`src/rtl/seq_ripple_adder.sv`:
```
// Multi-cycle N-bit adder: one DIGIT-bit ripple slice per clock, with the carry
// registered between slices. Start/busy/done handshake with registered sum/cout/ovf.
module seq_ripple_adder #(
    parameter int WIDTH = 8,
    parameter int DIGIT = 1
) (
    input  logic             clk,
    input  logic             rst,
    input  logic             start,
    input  logic [WIDTH-1:0] a,
    input  logic [WIDTH-1:0] b,
    input  logic             cin,
    output logic             busy,
    output logic             done,
    output logic [WIDTH-1:0] sum,
    output logic             cout,
    output logic             ovf
);

    localparam int NSL = (DIGIT > 0) ? WIDTH / DIGIT : 1;
    localparam int KW  = (NSL > 1) ? $clog2(NSL) : 1;
    localparam logic [KW-1:0] KLAST = KW'(NSL - 1);

    generate
        if (WIDTH < 2 || DIGIT < 1 || DIGIT > WIDTH || (WIDTH % DIGIT) != 0) begin : g_bad_params
            $error("seq_ripple_adder: WIDTH must be >= 2 and DIGIT must divide WIDTH");
        end
    endgenerate

    typedef enum logic [1:0] {IDLE, RUN, DONE} state_t;

    state_t           state, state_nxt;
    logic [WIDTH-1:0] opa, opb, acc, acc_nxt;
    logic             carry;
    logic [KW-1:0]    k;
    logic [DIGIT-1:0] sa, sb, ss;
    logic             cy, cmsb;
    int               base;
    logic             accept, last;

    // Operands are only taken when no slice work is in flight.
    assign accept = start && (state != RUN);
    assign last   = (k == KLAST);

    always_ff @(posedge clk) begin
        if (rst) state <= IDLE;
        else     state <= state_nxt;
    end

    always_comb begin
        state_nxt = state;
        case (state)
            IDLE:    if (start) state_nxt = RUN;
            RUN:     if (last)  state_nxt = DONE;
            DONE:    state_nxt = start ? RUN : IDLE;
            default: state_nxt = IDLE;
        endcase
    end

    always_comb begin
        busy = (state == RUN);
        done = (state == DONE);
    end

    // Slice adder: DIGIT full-adder cells rippling from the registered carry.
    always_comb begin
        base    = int'(k) * DIGIT;
        sa      = opa[base +: DIGIT];
        sb      = opb[base +: DIGIT];
        ss      = '0;
        cy      = carry;
        cmsb    = 1'b0;
        for (int i = 0; i < DIGIT; i++) begin
            ss[i] = sa[i] ^ sb[i] ^ cy;
            if (i == DIGIT - 1) cmsb = cy;
            cy = (sa[i] & sb[i]) | (sb[i] & cy) | (sa[i] & cy);
        end
        acc_nxt              = acc;
        acc_nxt[base +: DIGIT] = ss;
    end

    // The last slice carries straight into the visible result registers, so the
    // partial accumulator never reaches sum.
    always_ff @(posedge clk) begin
        if (rst) begin
            opa   <= '0;
            opb   <= '0;
            acc   <= '0;
            carry <= 1'b0;
            k     <= '0;
            sum   <= '0;
            cout  <= 1'b0;
            ovf   <= 1'b0;
        end else if (accept) begin
            opa   <= a;
            opb   <= b;
            carry <= cin;
            k     <= '0;
        end else if (state == RUN) begin
            acc   <= acc_nxt;
            carry <= cy;
            k     <= k + KW'(1);
            if (last) begin
                sum  <= acc_nxt;
                cout <= cy;
                ovf  <= cy ^ cmsb;
            end
        end
    end

endmodule

```
`config.mk`:
```
export PLATFORM = sky130hd
export DESIGN_NAME = seq_ripple_adder
export DESIGN_NICKNAME = d
export VERILOG_FILES = /design/src/rtl/seq_ripple_adder.sv
export SDC_FILE = /design/constraint.sdc
export NUM_CORES = 1
export LEC_CHECK = 0
export ABC_AREA = 1
export CORE_ASPECT_RATIO = 1.2
export CORE_UTILIZATION = 45
export CTS_CLUSTER_DIAMETER = 80
export DETAILED_ROUTE_END_ITERATION = 12
export GPL_TIMING_DRIVEN = 0
export PLACE_DENSITY = 0.73
export SLEW_MARGIN = 20
export SYNTH_ARGS = -nofsm -noshare
export SYNTH_HDL_FRONTEND = slang
export SYNTH_SLANG_ARGS = --single-unit
```
`constraint.sdc`:
```
create_clock -name clk -period 3.3 [get_ports clk]
set_input_delay 0.33 -clock clk [delete_from_list [all_inputs] [get_ports clk]]
set_output_delay 0.33 -clock clk [all_outputs]
set_load 0.05 [all_outputs]
```
==> out/qor.tcl <==
set qor(cts_hold_repair.buffers) 0
set qor(syn_nets) 291
set qor(die_area_um2) 4603
set qor(timing.hold.worst.class) {flop to flop}
set qor(final_cell_area_um2) 2406
set qor(synth_cells) 263
set qor(cts.repair.resized) 0
set qor(insertedDiodeCount) 0
set qor(timing.setup.tns_ns) 0
set qor(grt_antenna_before_repair) 0
set qor(cts-root-to-sink-buffers) 2
set qor(setup.reg_to_reg.worst_slack_ns) 0.93
set qor(finish.cell_count_without_fillers) 355
set qor(post_placement_setup_slack_ns) 0.9412
set qor(layout.filler_cells) 371
set qor(detail_route.wirelength_um) 4034
set qor(regToRegStartpoint) {k[0]$_SDFFE_PP0P_}
set qor(worst_hold_startpoint) {cout$_SDFFE_PP0P_}
set qor(post-cts-setup-buffer-count) 0
set qor(drc_violations_left) 0
set qor(hpwl_detailed_um) 2995
set qor(grt_max_degree) 12
set qor(vias_per_cell) 4.989
set qor(post_synth.cell_area_avg_um2) 7.417
set qor(globalRoute.totalOverflow) 0
set qor(clk_pin_slew_worst_paths_ns) 0.07
set qor(synth_ff_type) {sky130_fd_sc_hd__dfxtp_1}
set qor(post_synth_instance_area_um2) 1951
set qor(timing.max_cap.violations) 0
set qor(finalWorstPathRequiredPeriod_ns) 2.366
set qor(synth.ff_latch_count) 40
set qor(critPathCaptureType) {flop}
set qor(seq_area_um2) 800.8
set qor(status) {complete, no violations}
set qor(final.hold.worst_slack_ns) 0.4728
set qor(setup.worst_path.start_class) {flop}
set qor(numCtsBuffers) 5
set qor(post-route-util_pct) 59.63
set qor(cts.root.buffer_cell) {sky130_fd_sc_hd__clkbuf_8}
set qor(timing.final.crit_share_pct) 71.69
set qor(placer_congestion_estimate) 0.8393
set qor(placed_area_um2) 2328
set qor(p_per_area_nw_per_um2) 419.3
set qor(design.core.area_um2) 4035
set qor(ctsHtreeMaxLevel) 2
set qor(yosysMostFrequentCell) {sky130_fd_sc_hd__nor2_1}
set qor(drt_pass1_iterations) 5
set qor(clock_latency_ns) 0.29
set qor(io_pins) 32
set qor(antenna_violating_nets_post_route) 0
set qor(worst-slew-pin-transition_ns) 0.4958
set qor(cts.sink_count) 40
set qor(finalSetupViolations) 0
set qor(finalWorstSetupSlack_ns) 0.9344
set qor(layout-area-overhead-vs-synth_pct) 23.35
set qor(worstPathRequired_ns) 3.53
set qor(post_route_cells_drive_above_1_share_pct) 9.302
set qor(max_clock_freq_ghz) 0.4227
set qor(portion_of_the_post_synthesis_area_used_by_sequential_elements_pct) 41.05
set qor(crit_type) {flop to flop}
set qor(final_max_slew_viol_count) 0
set qor(synth_largest_type_area_fraction_pct) 41.05
set qor(wl_per_cell_um) 11.36
set qor(rsz0062_at_grt) {no}
set qor(die_width_um) 62.10
set qor(initial_core_util_pct) 48.34
set qor(peakVddDrop_v) 0.0002595
set qor(inst_count_dp) 348
set qor(worst-endpoint-arrival_ns) 2.60
set qor(setup.worst_path.start) {k[0]$_SDFFE_PP0P_}
set qor(design_power_total_mw) 1.009
set qor(rows) 25
set qor(synth_commonest_cells) {sky130_fd_sc_hd__nor2_1 (53), sky130_fd_sc_hd__dfxtp_1 (40), sky130_fd_sc_hd__o21ai_0 (38)}
set qor(postSynth.asyncResetShare_pct) 0
set qor(cellLeakagePower_nw) 1.012
set qor(tritoncts) {yes}
set qor(number_of_enable_type_register_cells_in_the_synthesized_netlist) 0
set qor(route.vias.total) 1771
set qor(chipHeight_um) 74.12
set qor(grt_util_all_layers_pct) 19.06
set qor(critical_path_maximum_fanout) 11
set qor(timing.clock.skew_ns) 0.008429
set qor(biggest_area_contributors_in_the_synthesized_netlist) {sky130_fd_sc_hd__dfxtp_1 (41%), sky130_fd_sc_hd__nor2_1 (10%), sky130_fd_sc_hd__o21ai_0 (9.7%)}
set qor(first_global_vias) 1579
set qor(drt_iter0_drc) 109
set qor(nNetsFinal) 329
set qor(synth.yosys.warnings) 0
set qor(wire_length_of_the_first_global_routing_pass_um) 6941
set qor(multiInputGateArea_um2) 980.9
set qor(timing.max_slew.rel_slack_pct) 66.84
set qor(ys_types) 32
set qor(port-buffer-count) 31
set qor(synth_top_area_cell) {sky130_fd_sc_hd__dfxtp_1}
set qor(timing.final.hold_violations) 0
==> registers in the layout (all words and copies together), names as in the netlist <==
| register | cells |
|---|---|
| k | 3 |
| opb | 8 |
| carry | 1 |
| acc | 8 |
| cout | 1 |
| opa | 8 |
| state | 2 |
| ovf | 1 |
| sum | 8 |
==> cell usage in the layout, fill, tap and decap left out, types with 5 or more instances in the layout <==
| master | synthesis | layout |
|---|---|---|
| sky130_fd_sc_hd__nor2_1 | 53 | 53 |
| sky130_fd_sc_hd__dfxtp_1 | 40 | 40 |
| sky130_fd_sc_hd__o21ai_0 | 38 | 38 |
| sky130_fd_sc_hd__nand2_1 | 35 | 35 |
| sky130_fd_sc_hd__clkdlybuf4s50_1 | 0 | 31 |
| sky130_fd_sc_hd__a21oi_1 | 19 | 19 |
| sky130_fd_sc_hd__inv_1 | 17 | 17 |
| sky130_fd_sc_hd__nand3_1 | 8 | 8 |
| sky130_fd_sc_hd__ha_1 | 7 | 7 |
| sky130_fd_sc_hd__clkbuf_1 | 4 | 5 |
| sky130_fd_sc_hd__clkbuf_8 | 0 | 5 |
==> worst max-delay path, stage by stage, from the launching register on <==
cell                      delay (ns)
sky130_fd_sc_hd__dfxtp_1        0.52
sky130_fd_sc_hd__inv_2          0.13
sky130_fd_sc_hd__buf_6          0.16
sky130_fd_sc_hd__o21ai_0        0.15
sky130_fd_sc_hd__o22ai_1        0.09
sky130_fd_sc_hd__o21ai_1        0.20
sky130_fd_sc_hd__fa_1           0.45
sky130_fd_sc_hd__inv_1          0.13
sky130_fd_sc_hd__nand2_1        0.09
sky130_fd_sc_hd__nor2_1         0.09
sky130_fd_sc_hd__nand4_1        0.11
sky130_fd_sc_hd__nand3_1        0.10
sky130_fd_sc_hd__nand2_1        0.05
sky130_fd_sc_hd__inv_1          0.04
==> layer usage <==
layer | GRT usage [%] | part of all wire (%)
met5 | 0 | 0
met4 | 6.718 | 1.5
met3 | 4.294 | 3.7
met2 | 36.02 | 50
met1 | 21.26 | 44
==> where the power goes <==
group / switching [mW] / internal (mW) / total, mW
Combinational: 0.104 / 0.0746 / 0.179
Sequential: 0.0162 / 0.511 / 0.527
Clock: 0.159 / 0.144 / 0.303
Total: 0.280 / 0.729 / 1.01
==> area by class of cell <==
class	instances	area share, %
multi-input combinational	189	40.77
inverter	23	3.796
timing repair buffer	31	12.90
clock buffer	6	3.016
buffer	11	3.224
sequential	40	33.28
tap	54	2.808
clock inverter	1	0.2080
==> logic make-up (layout without fill, tap and decap cells) <==
logic type / after synthesis / after routing / share of synthesized area (%)
xor gates and xnor gates: 1 / 1 / 0.4491
and+or+nand+nor: 108 / 108 / 24.44
buffers and inverters: 34 / 72 / 8.659
DFF: 40 / 40 / 41.05
AOI/OAI and AO/OA: 72 / 72 / 19.88
adders and majority gates: 8 / 8 / 5.516
==> path summary, 6_finish.rpt <==
check	end	depth (start not counted)
min reg2reg	cout$_SDFFE_PP0P_	2
max	sum[4]$_SDFFE_PP0P_	13
max reg2reg	sum[4]$_SDFFE_PP0P_	13
min	cout$_SDFFE_PP0P_	2
(Power assumes the default switching activity.)
